$ cat src/rtl/traffic_phase_scheduler_pkg.sv
// Shared definitions for the intersection scheduler: light codes, FSM states,
// phase indices and the round-robin picker.
package traffic_pkg;

  localparam logic [2:0] LT_RED = 3'b100;
  localparam logic [2:0] LT_YEL = 3'b010;
  localparam logic [2:0] LT_GRN = 3'b001;

  typedef enum logic [2:0] {
    MAIN_G = 3'd0,
    MAIN_Y = 3'd1,
    MT_G   = 3'd2,
    MT_Y   = 3'd3,
    SIDE_G = 3'd4,
    SIDE_Y = 3'd5,
    PED    = 3'd6
  } state_t;

  typedef enum logic [1:0] {
    PH_MT   = 2'd0,
    PH_SIDE = 2'd1,
    PH_PED  = 2'd2
  } phase_t;

  // Nearest pending phase after ptr in MT->SIDE->PED->MT order; the loop runs
  // farthest-first so the nearest candidate is the last one written.
  function automatic phase_t rr_pick(input logic [2:0] pend, input phase_t ptr);
    phase_t     win;
    logic [1:0] idx;
    win = ptr;
    for (int k = 3; k >= 1; k--) begin
      idx = 2'((int'(ptr) + k) % 3);
      if (pend[idx]) win = phase_t'(idx);
    end
    return win;
  endfunction

endpackage

$ cat src/rtl/traffic_phase_scheduler_if.sv
// Request/light bundle between the scheduler and its environment.
interface traffic_phase_scheduler_if;
    logic       tick;
    logic       req_mt;
    logic       req_side;
    logic       req_ped;
    logic [2:0] light_M1;
    logic [2:0] light_M2;
    logic [2:0] light_MT;
    logic [2:0] light_S;
    logic       walk;
    logic [2:0] grant;

    modport master (
        output tick, req_mt, req_side, req_ped,
        input  light_M1, light_M2, light_MT, light_S, walk, grant
    );

    modport slave (
        input  tick, req_mt, req_side, req_ped,
        output light_M1, light_M2, light_MT, light_S, walk, grant
    );
endinterface

$ cat src/rtl/traffic_phase_scheduler_phase_timer.sv
// Down counter for phase durations: load wins, otherwise decrements on tick
// until it reaches zero and then holds there.
module phase_timer #(
    parameter int             TW      = 4,
    parameter logic [TW-1:0]  RST_VAL = '0
) (
    input  logic          clk,
    input  logic          rst,
    input  logic          i_load,
    input  logic [TW-1:0] i_load_val,
    input  logic          i_tick,
    output logic          o_zero
);
    logic [TW-1:0] r_cnt;

    always_ff @(posedge clk or posedge rst) begin
        if (rst)
            r_cnt <= RST_VAL;
        else if (i_load)
            r_cnt <= i_load_val;
        else if (i_tick && (r_cnt != '0))
            r_cnt <= r_cnt - TW'(1);
    end

    assign o_zero = (r_cnt == '0);
endmodule

$ cat src/rtl/traffic_phase_scheduler.sv
// Four-approach intersection sequencer: main road rests green, latched
// turn/side/pedestrian requests are served round-robin with yellow clearance.
module traffic_phase_scheduler
    import traffic_pkg::*;
#(
    parameter int T_MAIN_MIN = 6,
    parameter int T_YEL      = 2,
    parameter int T_MT       = 3,
    parameter int T_SIDE     = 4,
    parameter int T_PED      = 5,
    parameter int TW         = 4
) (
    input logic                       clk,
    input logic                       rst,
    traffic_phase_scheduler_if.slave  bus
);
    state_t        r_state;
    state_t        w_next_state;
    logic [2:0]    r_pend;
    phase_t        r_rr_ptr;
    phase_t        r_target;
    logic [2:0]    r_grant;
    phase_t        w_win;
    logic          w_zero;
    logic          w_go;
    logic          w_load;
    logic [TW-1:0] w_load_val;
    logic [2:0]    w_enter;
    logic [2:0]    w_clr;
    logic [2:0]    w_m1, w_m2, w_mt, w_s;
    logic          w_walk;

    phase_timer #(
        .TW      (TW),
        .RST_VAL (TW'(T_MAIN_MIN - 1))
    ) u_timer (
        .clk        (clk),
        .rst        (rst),
        .i_load     (w_load),
        .i_load_val (w_load_val),
        .i_tick     (bus.tick),
        .o_zero     (w_zero)
    );

    assign w_win = rr_pick(r_pend, r_rr_ptr);
    assign w_go  = bus.tick && w_zero;

    always_ff @(posedge clk or posedge rst) begin
        if (rst)
            r_state <= MAIN_G;
        else
            r_state <= w_next_state;
    end

    // Next state, timer reload and the green-entry pulses that clear requests.
    always_comb begin
        w_next_state = r_state;
        w_load       = 1'b0;
        w_load_val   = '0;
        w_enter      = 3'b000;
        unique case (r_state)
            MAIN_G: if (w_go && (r_pend != 3'b000)) begin
                w_next_state = MAIN_Y;
                w_load       = 1'b1;
                w_load_val   = TW'(T_YEL - 1);
            end
            MAIN_Y: if (w_go) begin
                w_load = 1'b1;
                unique case (r_target)
                    PH_MT: begin
                        w_next_state = MT_G;
                        w_load_val   = TW'(T_MT - 1);
                        w_enter      = 3'b001;
                    end
                    PH_SIDE: begin
                        w_next_state = SIDE_G;
                        w_load_val   = TW'(T_SIDE - 1);
                        w_enter      = 3'b010;
                    end
                    default: begin
                        w_next_state = PED;
                        w_load_val   = TW'(T_PED - 1);
                        w_enter      = 3'b100;
                    end
                endcase
            end
            MT_G, SIDE_G: if (w_go) begin
                w_next_state = (r_state == MT_G) ? MT_Y : SIDE_Y;
                w_load       = 1'b1;
                w_load_val   = TW'(T_YEL - 1);
            end
            MT_Y, SIDE_Y, PED: if (w_go) begin
                w_next_state = MAIN_G;
                w_load       = 1'b1;
                w_load_val   = TW'(T_MAIN_MIN - 1);
            end
            default: begin
                w_next_state = MAIN_G;
                w_load       = 1'b1;
                w_load_val   = TW'(T_MAIN_MIN - 1);
            end
        endcase
    end

    // A request arriving while its own phase is green is dropped, as is one
    // arriving on the very edge that enters that green.
    always_comb begin
        w_clr = w_enter;
        if (r_state == MT_G)   w_clr[PH_MT]   = 1'b1;
        if (r_state == SIDE_G) w_clr[PH_SIDE] = 1'b1;
        if (r_state == PED)    w_clr[PH_PED]  = 1'b1;
    end

    // rr_ptr resets to PED so that the first search after reset starts at MT.
    always_ff @(posedge clk or posedge rst) begin
        if (rst) begin
            r_pend   <= 3'b000;
            r_rr_ptr <= PH_PED;
            r_target <= PH_MT;
            r_grant  <= 3'b000;
        end else begin
            r_pend  <= (r_pend | {bus.req_ped, bus.req_side, bus.req_mt}) & ~w_clr;
            r_grant <= w_enter;
            if ((r_state == MAIN_G) && (w_next_state == MAIN_Y)) begin
                r_target <= w_win;
                r_rr_ptr <= w_win;
            end
        end
    end

    always_comb begin
        w_m1   = LT_RED;
        w_m2   = LT_RED;
        w_mt   = LT_RED;
        w_s    = LT_RED;
        w_walk = 1'b0;
        unique case (r_state)
            MAIN_G: begin
                w_m1 = LT_GRN;
                w_m2 = LT_GRN;
            end
            MAIN_Y: begin
                w_m1 = (r_target == PH_MT) ? LT_GRN : LT_YEL;
                w_m2 = LT_YEL;
            end
            MT_G: begin
                w_m1 = LT_GRN;
                w_mt = LT_GRN;
            end
            MT_Y: begin
                w_m1 = LT_YEL;
                w_mt = LT_YEL;
            end
            SIDE_G: w_s    = LT_GRN;
            SIDE_Y: w_s    = LT_YEL;
            PED:    w_walk = 1'b1;
            default: ;
        endcase
    end

    assign bus.light_M1 = w_m1;
    assign bus.light_M2 = w_m2;
    assign bus.light_MT = w_mt;
    assign bus.light_S  = w_s;
    assign bus.walk     = w_walk;
    assign bus.grant    = r_grant;
endmodule
$ cat src/flat_wrapper.sv
// flat-port wrapper written by rule: the top's interface ports become plain ports
module traffic_phase_scheduler_flat import traffic_pkg::*;
#(
    parameter int T_MAIN_MIN = 6,
    parameter int T_YEL      = 2,
    parameter int T_MT       = 3,
    parameter int T_SIDE     = 4,
    parameter int T_PED      = 5,
    parameter int TW         = 4
)
  (clk, rst, bus_tick, bus_req_mt, bus_req_side, bus_req_ped, bus_light_M1, bus_light_M2, bus_light_MT, bus_light_S, bus_walk, bus_grant);
  traffic_phase_scheduler_if bus_i ();
  input logic clk;
  input logic rst;
  input wire logic [$bits(bus_i.tick)-1:0] bus_tick;
  input wire logic [$bits(bus_i.req_mt)-1:0] bus_req_mt;
  input wire logic [$bits(bus_i.req_side)-1:0] bus_req_side;
  input wire logic [$bits(bus_i.req_ped)-1:0] bus_req_ped;
  output wire logic [$bits(bus_i.light_M1)-1:0] bus_light_M1;
  output wire logic [$bits(bus_i.light_M2)-1:0] bus_light_M2;
  output wire logic [$bits(bus_i.light_MT)-1:0] bus_light_MT;
  output wire logic [$bits(bus_i.light_S)-1:0] bus_light_S;
  output wire logic [$bits(bus_i.walk)-1:0] bus_walk;
  output wire logic [$bits(bus_i.grant)-1:0] bus_grant;
  assign bus_i.tick = bus_tick;
  assign bus_i.req_mt = bus_req_mt;
  assign bus_i.req_side = bus_req_side;
  assign bus_i.req_ped = bus_req_ped;
  assign bus_light_M1 = bus_i.light_M1;
  assign bus_light_M2 = bus_i.light_M2;
  assign bus_light_MT = bus_i.light_MT;
  assign bus_light_S = bus_i.light_S;
  assign bus_walk = bus_i.walk;
  assign bus_grant = bus_i.grant;
  traffic_phase_scheduler #(.T_MAIN_MIN(T_MAIN_MIN), .T_YEL(T_YEL), .T_MT(T_MT), .T_SIDE(T_SIDE), .T_PED(T_PED), .TW(TW)) u_core (.clk(clk), .rst(rst), .bus(bus_i));
endmodule
$ cat config.mk
export PLATFORM = sky130hd
export DESIGN_NAME = traffic_phase_scheduler_flat
export DESIGN_NICKNAME = d
export VERILOG_FILES = /design/src/rtl/traffic_phase_scheduler_pkg.sv /design/src/rtl/traffic_phase_scheduler_if.sv /design/src/rtl/traffic_phase_scheduler_phase_timer.sv /design/src/rtl/traffic_phase_scheduler.sv /design/src/flat_wrapper.sv
export SDC_FILE = /design/constraint.sdc
export NUM_CORES = 1
export LEC_CHECK = 0
export BUFFER_PORTS_ARGS = -buffer_cell sky130_fd_sc_hd__clkbuf_2
export CAP_MARGIN = 20
export CORE_MARGIN = 4
export CORE_UTILIZATION = 54
export DETAILED_ROUTE_END_ITERATION = 10
export HOLD_SLACK_MARGIN = 0.06
export PLACE_DENSITY = 0.84
export SYNTH_ARGS = -nofsm -noshare
export SYNTH_HDL_FRONTEND = slang
export SYNTH_HIERARCHICAL = 1
export SYNTH_SLANG_ARGS = --single-unit
$ cat constraint.sdc
create_clock -name clk -period 3.08 [get_ports clk]
set_input_delay 0.616 -clock clk [delete_from_list [all_inputs] [get_ports clk]]
set_output_delay 0.616 -clock clk [all_outputs]
set_load 0.02 [all_outputs]
==> results of run 1 <==
[state kept, by name, indices dropped and copies added (netlist names)]
| register | flops |
|---|---|
| u_core/u_timer/r_cnt | 4 |
| u_core/r_state | 3 |
| u_core/r_pend | 3 |
| u_core/r_target | 1 |
| u_core/r_rr_ptr | 2 |
| u_core/bus.grant | 3 |
[stage by stage]
| stage | utilization | power [mW] | hold slack [ns] |
|---|---|---|---|
| final | 0.650 | 1.24 | 0.182 |
| after detailed placement | 0.631 | 1.09 | 0.502 |
| after CTS | 0.650 | 1.23 | 0.187 |
| after global placement | 0.631 | 1.05 | 0.500 |
| after global routing | 0.650 | 1.34 | 0.191 |
| after floorplan | - | 0.920 | 0.381 |
[cell usage in the layout, fill, tap and decap left out, types with 3 or more instances in the layout]
cell      Yosys  final
nor2b_1       3      3
a21oi_1      10     10
o22ai_1       3      3
nor2_1       13     13
clkbuf_4      0      3
nor3_1        5      5
and3_1        3      3
dfrtp_1      13     13
ha_1          5      5
nand2_1      17     17
clkbuf_2      0     21
and2_1        3      3
o21ai_0       7      7
inv_1        13     13
dfstp_2       3      3
[power by group through the flow]
| stage | clock network, mW | registers (mW) | logic (mW) |
|---|---|---|---|
| after global routing | 0.153 | 0.454 | 0.736 |
| after detailed placement | 0 | 0.437 | 0.653 |
| after CTS | 0.142 | 0.434 | 0.657 |
| after floorplan | 0 | 0.365 | 0.555 |
| final | 0.142 | 0.442 | 0.659 |
| after global placement | 0 | 0.430 | 0.624 |
[cell families after synthesis]
kind of cell,Yosys count,synth area share
multiplexers,1,0.00875
adder cells (fa/ha/maj),6,0.0635
flip-flops,16,0.353
AND/OR/NAND/NOR,59,0.295
other,1,0.00328
AO/OA/AOI/OAI,36,0.202
buffers and inverters,21,0.0733
[per-layer routing]
metal | vias to the layer above | track usage
li1 | 530 | -
met1 | 516 | 0.280
met2 | 51 | 0.375
met3 | 2 | 0.0277
met4 | 0 | 0.0664
met5 | - | 0
[path summary, 6_finish.rpt]
| kind | startpoint | endpoint | slack [ns] | depth (start not counted) |
|---|---|---|---|---|
| worst max-delay path | u_core/u_timer/r_cnt[0]$_DFFE_PP1P_ | u_core/u_timer/r_cnt[3]$_DFFE_PP0P_ | 0.68 | 9 |
| worst min-delay path | rst | u_core/u_timer/r_cnt[3]$_DFFE_PP0P_ | 0.18 | 2 |
| worst max register to register | u_core/u_timer/r_cnt[0]$_DFFE_PP1P_ | u_core/u_timer/r_cnt[3]$_DFFE_PP0P_ | 0.68 | 9 |
| worst min register to register | u_core/r_rr_ptr[1]$_DFFE_PP1P_ | u_core/r_rr_ptr[1]$_DFFE_PP1P_ | 0.54 | 2 |
| max in group asynchronous | rst | u_core/r_rr_ptr[1]$_DFFE_PP1P_ | 2.42 | 2 |
| min in group clk | u_core/r_rr_ptr[1]$_DFFE_PP1P_ | u_core/r_rr_ptr[1]$_DFFE_PP1P_ | 0.54 | 2 |
[area by class of cell]
class,instances,area share
clock buffer,4,0.0282
inverter,14,0.0408
multi-input combinational,103,0.509
timing repair buffer,21,0.0816
tap,27,0.0262
sequential,16,0.314
==> reports/metrics.cfg, run 1 <==
[cells_and_area]
antenna_cells = 0
fill_cells = 181
stdcell_count = 185
multi_input_area_sq_um = 656
nets = 170
syn_to_final_growth_pct = 12.6
drive_gt1_frac = 0.222
regArea_sq_um = 404
fin_area_sq_um = 1290

[yosys]
ys_seq_elements = 16
avgSynthCellArea_sq_um = 8.17
synth_area_leaders = dfrtp_1, dfstp_2, nand2_1
async_reset_ff_frac = 1.00
yosysWarnings = 6
synth_top_area_frac = 0.284
yosys.area.top_type = dfrtp_1
synth.distinct_cells = 43
synthFlopType = dfrtp_1
seq_area_frac_synth = 0.353
syn-num-nets = 151
synth_commonest_cells = nand2_1, dfrtp_1, inv_1, nor2_1, a21oi_1
synth_most_common_cell = nand2_1
synth_edf_count = 0
netlist_area_sq_um = 1140
synthCells = 140

[power_and_ir_drop]
pwr-share-seq = 0.355
clkPwrFrac = 0.114
leakage_nw = 0.606
p_int_uw = 629
peakVddDrop_mv = 0.704
switching_share = 0.494
powerDensity_nw_per_um2 = 965
p_sw_uw = 614
comb_power_share = 0.530

[clock_tree]
clkSinkCount = 16
cts_tree = built
clk_pin_slew_worst_paths_ns = 0.10
htreeDepth = 1
cts_resized = 0
cts_setup_buffers = 0
cts_buffers = 3
clock_latency_ns = 0.29
cts.path.max_buffers = 2
cts_root_buffer = clkbuf_4
cts-hold-fix-buffers = 0

[outcome]
status = completed

[sta]
worstMarginPinSlew_ns = 0.540
fin_crit_ns = 2.40
finalClockSkew_ns = 0.00135
rsz0062_at_grt = false
fin_setup_tns_ns = 0
drv_slew = 0
slew_headroom = 0.640
hold_viol_final = 0
setup_viol = 0
max_freq_mhz = 416
min_period_over_period = 0.780
setup_ws_ns = 0.678

[critical_path]
worst-setup-path-type = reg2reg
critical_path.max_stage_delay_ns = 0.43
start_kind = flip-flop
crit_buf_inv = 2
crit_path_frequent_cell = inv_1
critical-path-top-delay-family = compound AO/OA/AOI/OAI gates
cp-end-kind = flip-flop
critPathSlowestCell = or3b_4
crit_fanout = 9
crit_arrival_ns = 2.58
crit_required_ns = 3.26
path_cells = inv_1 > ha_1 > or3b_4 > inv_1 > nand2_1 > a21oi_1 > o21a_1 > nor3_1 > a221o_1

[global_routing]
antenna_found_initial = 0
grt_pass1_wl_mm = 4.70
grt_max_degree = 17
grt.total_usage = 0.217
grt-ovfl-total = 0
grt_pass1_vias = 1048

[placed_design]
gp_congestion = 0.902
post-place-ws_ns = 0.747
place_area_sq_um = 1250
hpwlAfterDp_mm = 2.04
place_inst = 181
io_buffers = 21

[worst_hold_path]
holdCritPathClass = in2async

[floorplan]
coreArea_sq_um = 1980
die_y_microns = 54.0
rows = 16
dieWidth_microns = 54.0
ios = 22
initial_utilization = 0.577
die_area_sq_um = 2920

[routing]
routed_wl_mm = 2.75
antenna_left = 0
drc = 0
m1WireLength_mm = 1.18
wl_per_cell_microns = 14.8
vias = 1099
avgViaCountPerCell = 5.94
first_pass_iters = 4
first_iter_violations = 42
met2_length_mm = 1.39
highest_layer = met4
dr_wl_met3_microns = 170

[run]
maxCapViolCount = 0

Power figures use the tool's default switching activity.
==> run 2, diff against run 1 <==
Clock period 3.08 ns to 2.29 ns, I/O delays scaled along.
==> run 2 against run 1 <==
Net effect:
- sequential share of layout area shrank 1.2 points
- clock skew grew 0.0017 ns
- sequential cell count is the same
- worst hold slack gained 0.23 ns
- combinational power grew 40%
- first-iteration DRC count grew 2.4%
- power grew 33%
- fmax grew 8.5%
- via count grew 1.7%
- largest cell class unchanged
- die area is the same
==> reports/metrics.cfg, run 2 (synthesized netlist as in run 1, its figures left out) <==
[clock_tree]
cts_tree = built
clkSinkCount = 16
clock_latency_ns = 0.28
cts_root_buffer = clkbuf_4
clk_pin_slew_worst_paths_ns = 0.09
cts_buffers = 3
htreeDepth = 1
cts.path.max_buffers = 2

[routing]
wl_per_cell_microns = 14.1
vias = 1118
routed_wl_mm = 2.68
antenna_left = 0
avgViaCountPerCell = 5.88
first_iter_violations = 43
first_pass_iters = 5
drc = 0

[floorplan]
ios = 22
die_y_microns = 54.0
initial_utilization = 0.577
coreArea_sq_um = 1980
dieWidth_microns = 54.0
rows = 16
die_area_sq_um = 2920

[critical_path]
critical-path-top-delay-family = compound AO/OA/AOI/OAI gates
worst-setup-path-type = reg2reg
critPathSlowestCell = or3b_4
start_kind = flip-flop
reg2reg_from = u_core/u_timer/r_cnt[0]$_DFFE_PP1P_
r2r_slack_ns = 0.08
crit_path_frequent_cell = inv_1
crit_buf_inv = 2
crit_fanout = 6
reg2reg_to = u_core/u_timer/r_cnt[3]$_DFFE_PP0P_
crit_required_ns = 2.46
reg2reg_depth = 9
critical_path.max_stage_delay_ns = 0.41
cp-end-kind = flip-flop
crit_arrival_ns = 2.39
path_cells = inv_1 > ha_2 > or3b_4 > inv_1 > nand2_2 > a21oi_1 > o21a_2 > nor3_1 > a221o_1

[global_routing]
grt.total_usage = 0.203
grt.met2_usage = 0.335
met1_usage = 0.263
grt_pass1_vias = 945
busiest_layer = met2
grt_pass1_wl_mm = 4.33
use_met3 = 0.0332
grt_max_degree = 17
grt-ovfl-total = 0
antenna_found_initial = 0

[outcome]
status = completed

[sta]
slew_headroom = 0.660
max_freq_mhz = 452
finalClockSkew_ns = 0.00306
setup_viol = 0
min_period_over_period = 0.967
fin_crit_ns = 2.21
hold_viol_final = 0
worstMarginPinSlew_ns = 0.511
drv_slew = 0
hold_slack_ns = 0.408

[cells_and_area]
layout_common_cells = clkbuf_2, nand2_1, inv_1, nor2_1, dfrtp_1
final_common_cell = clkbuf_2
largest-register = u_core/u_timer/r_cnt
largest_reg_flops = 4
nets = 175
drive_gt1_frac = 0.258
stdcell_count = 190
syn_to_final_growth_pct = 17.0
antenna_cells = 0

[placed_design]
gp_congestion = 0.903
hpwlAfterDp_mm = 1.93
io_buffers = 21
place_inst = 183

[power_and_ir_drop]
p_sw_uw = 815
peakVddDrop_mv = 0.943
pwr-share-seq = 0.350
switching_share = 0.491
total_power_mw = 1.66
leakage_nw = 0.625
clkPwrFrac = 0.094
p_int_uw = 843
comb_power_share = 0.556
powerDensity_nw_per_um2 = 1240

[run]
maxCapViolCount = 0

[worst_hold_path]
holdPathEnd = u_core/r_pend[0]$_DFF_PP0_
hold_start = bus_req_mt
holdCritPathClass = in2reg
min_path_cells = 3

## run 2: worst min-delay path: cells and delay by family
family | cells | cell delay (ns)
AND/OR/NAND/NOR | 2 | 0.12
buffers and inverters | 1 | 0.08
## run 2: worst max-delay path by stage
stage	startpoint	to	slack [ns]	cells after the start
6_report	u_core/u_timer/r_cnt[0]$_DFFE_PP1P_	u_core/u_timer/r_cnt[3]$_DFFE_PP0P_	0.08	9
4_1_cts	u_core/u_timer/r_cnt[0]$_DFFE_PP1P_	u_core/u_timer/r_cnt[3]$_DFFE_PP0P_	0.002	9
2_1_floorplan	u_core/u_timer/r_cnt[0]$_DFFE_PP1P_	u_core/u_timer/r_cnt[3]$_DFFE_PP0P_	0.08	10
5_1_grt	u_core/u_timer/r_cnt[0]$_DFFE_PP1P_	u_core/r_rr_ptr[1]$_DFFE_PP1P_	-0.01	8
3_3_place_gp	u_core/u_timer/r_cnt[0]$_DFFE_PP1P_	u_core/u_timer/r_cnt[3]$_DFFE_PP0P_	0.15	9
3_5_place_dp	u_core/u_timer/r_cnt[0]$_DFFE_PP1P_	u_core/u_timer/r_cnt[3]$_DFFE_PP0P_	0.01	9
## run 2: repair_timing
action | 4_1_cts | 5_1_grt
hold buffers | 1 | 0
setup buffers | 0 | 2
hold endpoints to repair | 2 | 0
gates resized for setup | 0 | 4
endpoints found under the setup margin | 0 | 5
## run 2: metrics by stage
step	worst slack [ns]	utilization	setup TNS, ns	cell area [sq um]
detailed placement	0.0119	0.639	0	1270
global route	-0.0103	0.675	-0.0198	1340
CTS	0.00166	0.657	0	1300
finish	0.0757	0.675	0	1340
global placement	0.151	0.639	0	1270
floorplan	0.0784	-	0	1140
## run 2: area by class of cell
type / count / area [sq um]
inverter: 14 / 52.6
clock buffer: 4 / 26.3
tap: 27 / 33.8
fill: 162 / 644
multi-input combinational: 103 / 663
timing repair buffer: 26 / 158
sequential: 16 / 404
## run 2: power by group through the flow
stage | logic (mW) | registers, mW | clock network, mW
finish | 0.922 | 0.581 | 0.155
global route | 1.02 | 0.603 | 0.171
CTS | 0.893 | 0.574 | 0.155
detailed placement | 0.883 | 0.580 | 0
global placement | 0.855 | 0.573 | 0
floorplan | 0.747 | 0.491 | 0
## run 2: metal layers
| layer | wire length, microns | part of all wire |
|---|---|---|
| met5 | 0 | 0 |
| met4 | 48 | 0.018 |
| met1 | 1150 | 0.43 |
| met3 | 174 | 0.065 |
| met2 | 1310 | 0.49 |
==> run 3, diff against run 2 <==
Settings changed: PLACE_DENSITY 0.84 to 0.76.
==> run 3 against run 2 <==
Net effect:
- combinational power shrank 1%
- worst hold slack about the same
- clock-buffer cell count stayed put
- global-route usage increased by 2.1 points
- highest routed layer unchanged
- wire length up 1.7%
- clock skew rose by 0.0019 ns
- fmax up 3.2%
- die area unchanged
- sequential cell count is the same
- sequential share of layout area decreased by 0.14 points
- first-iteration DRC count is 19% lower
- non-clock buffer count is the same
==> reports/metrics.cfg, run 3 (synthesized netlist as in run 1, its figures left out) <==
[clock_tree]
clock_latency_ns = 0.28
cts.path.max_buffers = 2
cts_setup_buffers = 0
htreeDepth = 1
cts_buffers = 3
clk_pin_slew_worst_paths_ns = 0.09
cts_tree = built
cts_root_buffer = clkbuf_4
clkSinkCount = 16

[critical_path]
worst-setup-path-type = reg2reg
crit_arrival_ns = 2.37
crit_buf_inv = 3
cp-end-kind = flip-flop
crit_path_frequent_cell = inv_1
critPathSlowestCell = or3b_4
crit_fanout = 5
critical-path-top-delay-family = simple AND/OR/NAND/NOR gates
critical_path.max_stage_delay_ns = 0.41
path_cells = inv_1 > ha_2 > or3b_4 > inv_1 > nand2_2 > buf_4 > nor4_4 > a221o_1 > nand2b_1 > o31a_1
start_kind = flip-flop
crit_required_ns = 2.52

[global_routing]
grt_max_degree = 17
grt.total_usage = 0.224
grt_pass1_wl_mm = 4.73
grt_pass1_vias = 1065
grt-ovfl-total = 0
antenna_found_initial = 0

[power_and_ir_drop]
leakage_nw = 0.630
powerDensity_nw_per_um2 = 1250
peakVddDrop_mv = 1.01

[routing]
antenna_left = 0
drc = 0
routed_wl_mm = 2.73
wl_per_cell_microns = 14.4
vias = 1060
first_iter_violations = 35
avgViaCountPerCell = 5.58
first_pass_iters = 4

[sta]
fin_crit_ns = 2.15
hold_slack_ns = 0.407
slew_headroom = 0.656
min_period_over_period = 0.937
max_freq_mhz = 466
setup_ws_ns = 0.145
hold_viol_final = 0
setup_viol = 0
fin_setup_tns_ns = 0
finalClockSkew_ns = 0.00497
worstMarginPinSlew_ns = 0.515
rsz0062_at_grt = false
drv_slew = 0

[floorplan]
die_area_sq_um = 2920
initial_utilization = 0.577
die_y_microns = 54.0
coreArea_sq_um = 1980
ios = 22
rows = 16
dieWidth_microns = 54.0

[run]
maxCapViolCount = 0

[placed_design]
hpwlAfterDp_mm = 2.11
io_buffers = 21
gp_congestion = 0.850
post-place-ws_ns = 0.0874
place_area_sq_um = 1280

[cells_and_area]
syn_to_final_growth_pct = 17.5
nets = 175
final_common_cell = clkbuf_2
fin_area_sq_um = 1340
largest_reg_flops = 4
layout_common_cells = clkbuf_2, nand2_1, inv_1, nor2_1, dfrtp_1
antenna_cells = 0
drive_gt1_frac = 0.264
largest-register = u_core/u_timer/r_cnt

[worst_hold_path]
holdCritPathClass = in2reg

[outcome]
status = completed

[run 3: cell counts in the layout (fill, tap and decap cells not counted)]
No cell type changed its count.
[run 3: where the power goes]
part | switching, mW | internal [mW] | total [mW] | leakage [nW]
clock | 0.0875 | 0.0968 | 0.184 | 0.0210
sequential | 0.189 | 0.394 | 0.583 | 0.185
combinational | 0.537 | 0.375 | 0.912 | 0.424
[run 3: worst min-delay path: cells and delay by family]
kind                   cells  cell delay [ns]
buffers and inverters      1             0.08
and+or+nand+nor            2             0.13
[run 3: path summary, 6_finish.rpt]
kind                       slack (ns)                             endpoint                                 from  cells past startpoint
max in group asynchronous        1.24       u_core/r_rr_ptr[1]$_DFFE_PP1P_                                  rst                      3
setup reg to reg                 0.14  u_core/u_timer/r_cnt[0]$_DFFE_PP1P_  u_core/u_timer/r_cnt[0]$_DFFE_PP1P_                     10
min in group asynchronous        0.58  u_core/u_timer/r_cnt[1]$_DFFE_PP0P_                                  rst                      3
hold / removal                   0.41           u_core/r_pend[1]$_DFF_PP0_                         bus_req_side                      3
hold reg to reg                  0.54       u_core/r_rr_ptr[1]$_DFFE_PP1P_       u_core/r_rr_ptr[1]$_DFFE_PP1P_                      2
setup / recovery                 0.14  u_core/u_timer/r_cnt[0]$_DFFE_PP1P_  u_core/u_timer/r_cnt[0]$_DFFE_PP1P_                     10
[run 3: per-stage QoR]
stage / utilization / total power [mW] / cells
2_1_floorplan: - / 1.24 / 140
3_3_place_gp: 0.646 / 1.44 / 185
3_5_place_dp: 0.646 / 1.47 / 185
4_1_cts: 0.670 / 1.67 / 190
5_1_grt: 0.678 / 1.84 / 190
6_report: 0.678 / 1.68 / 190
[run 3: routing by layer]
metal,routed length [microns],up-vias,global-route usage
li1,-,531,-
met1,1240,487,0.306
met2,1270,40,0.367
met3,213,2,0.0526
met4,10,0,0.0332
met5,0,-,0
[run 3: layout make-up]
type	instances	area [sq um]
inverters	14	52.6
well taps	27	33.8
fillers	180	638
clock buffers	4	36.3
multi-input cells	103	672
flip-flops and latches	16	404
repair buffers	26	145
[run 3: what timing repair did]
item | 4_1_cts | 5_1_grt
gates resized for setup | 0 | 5
setup endpoints to repair | 0 | 7
hold endpoints to repair | 2 | 0
hold buffers | 1 | 0
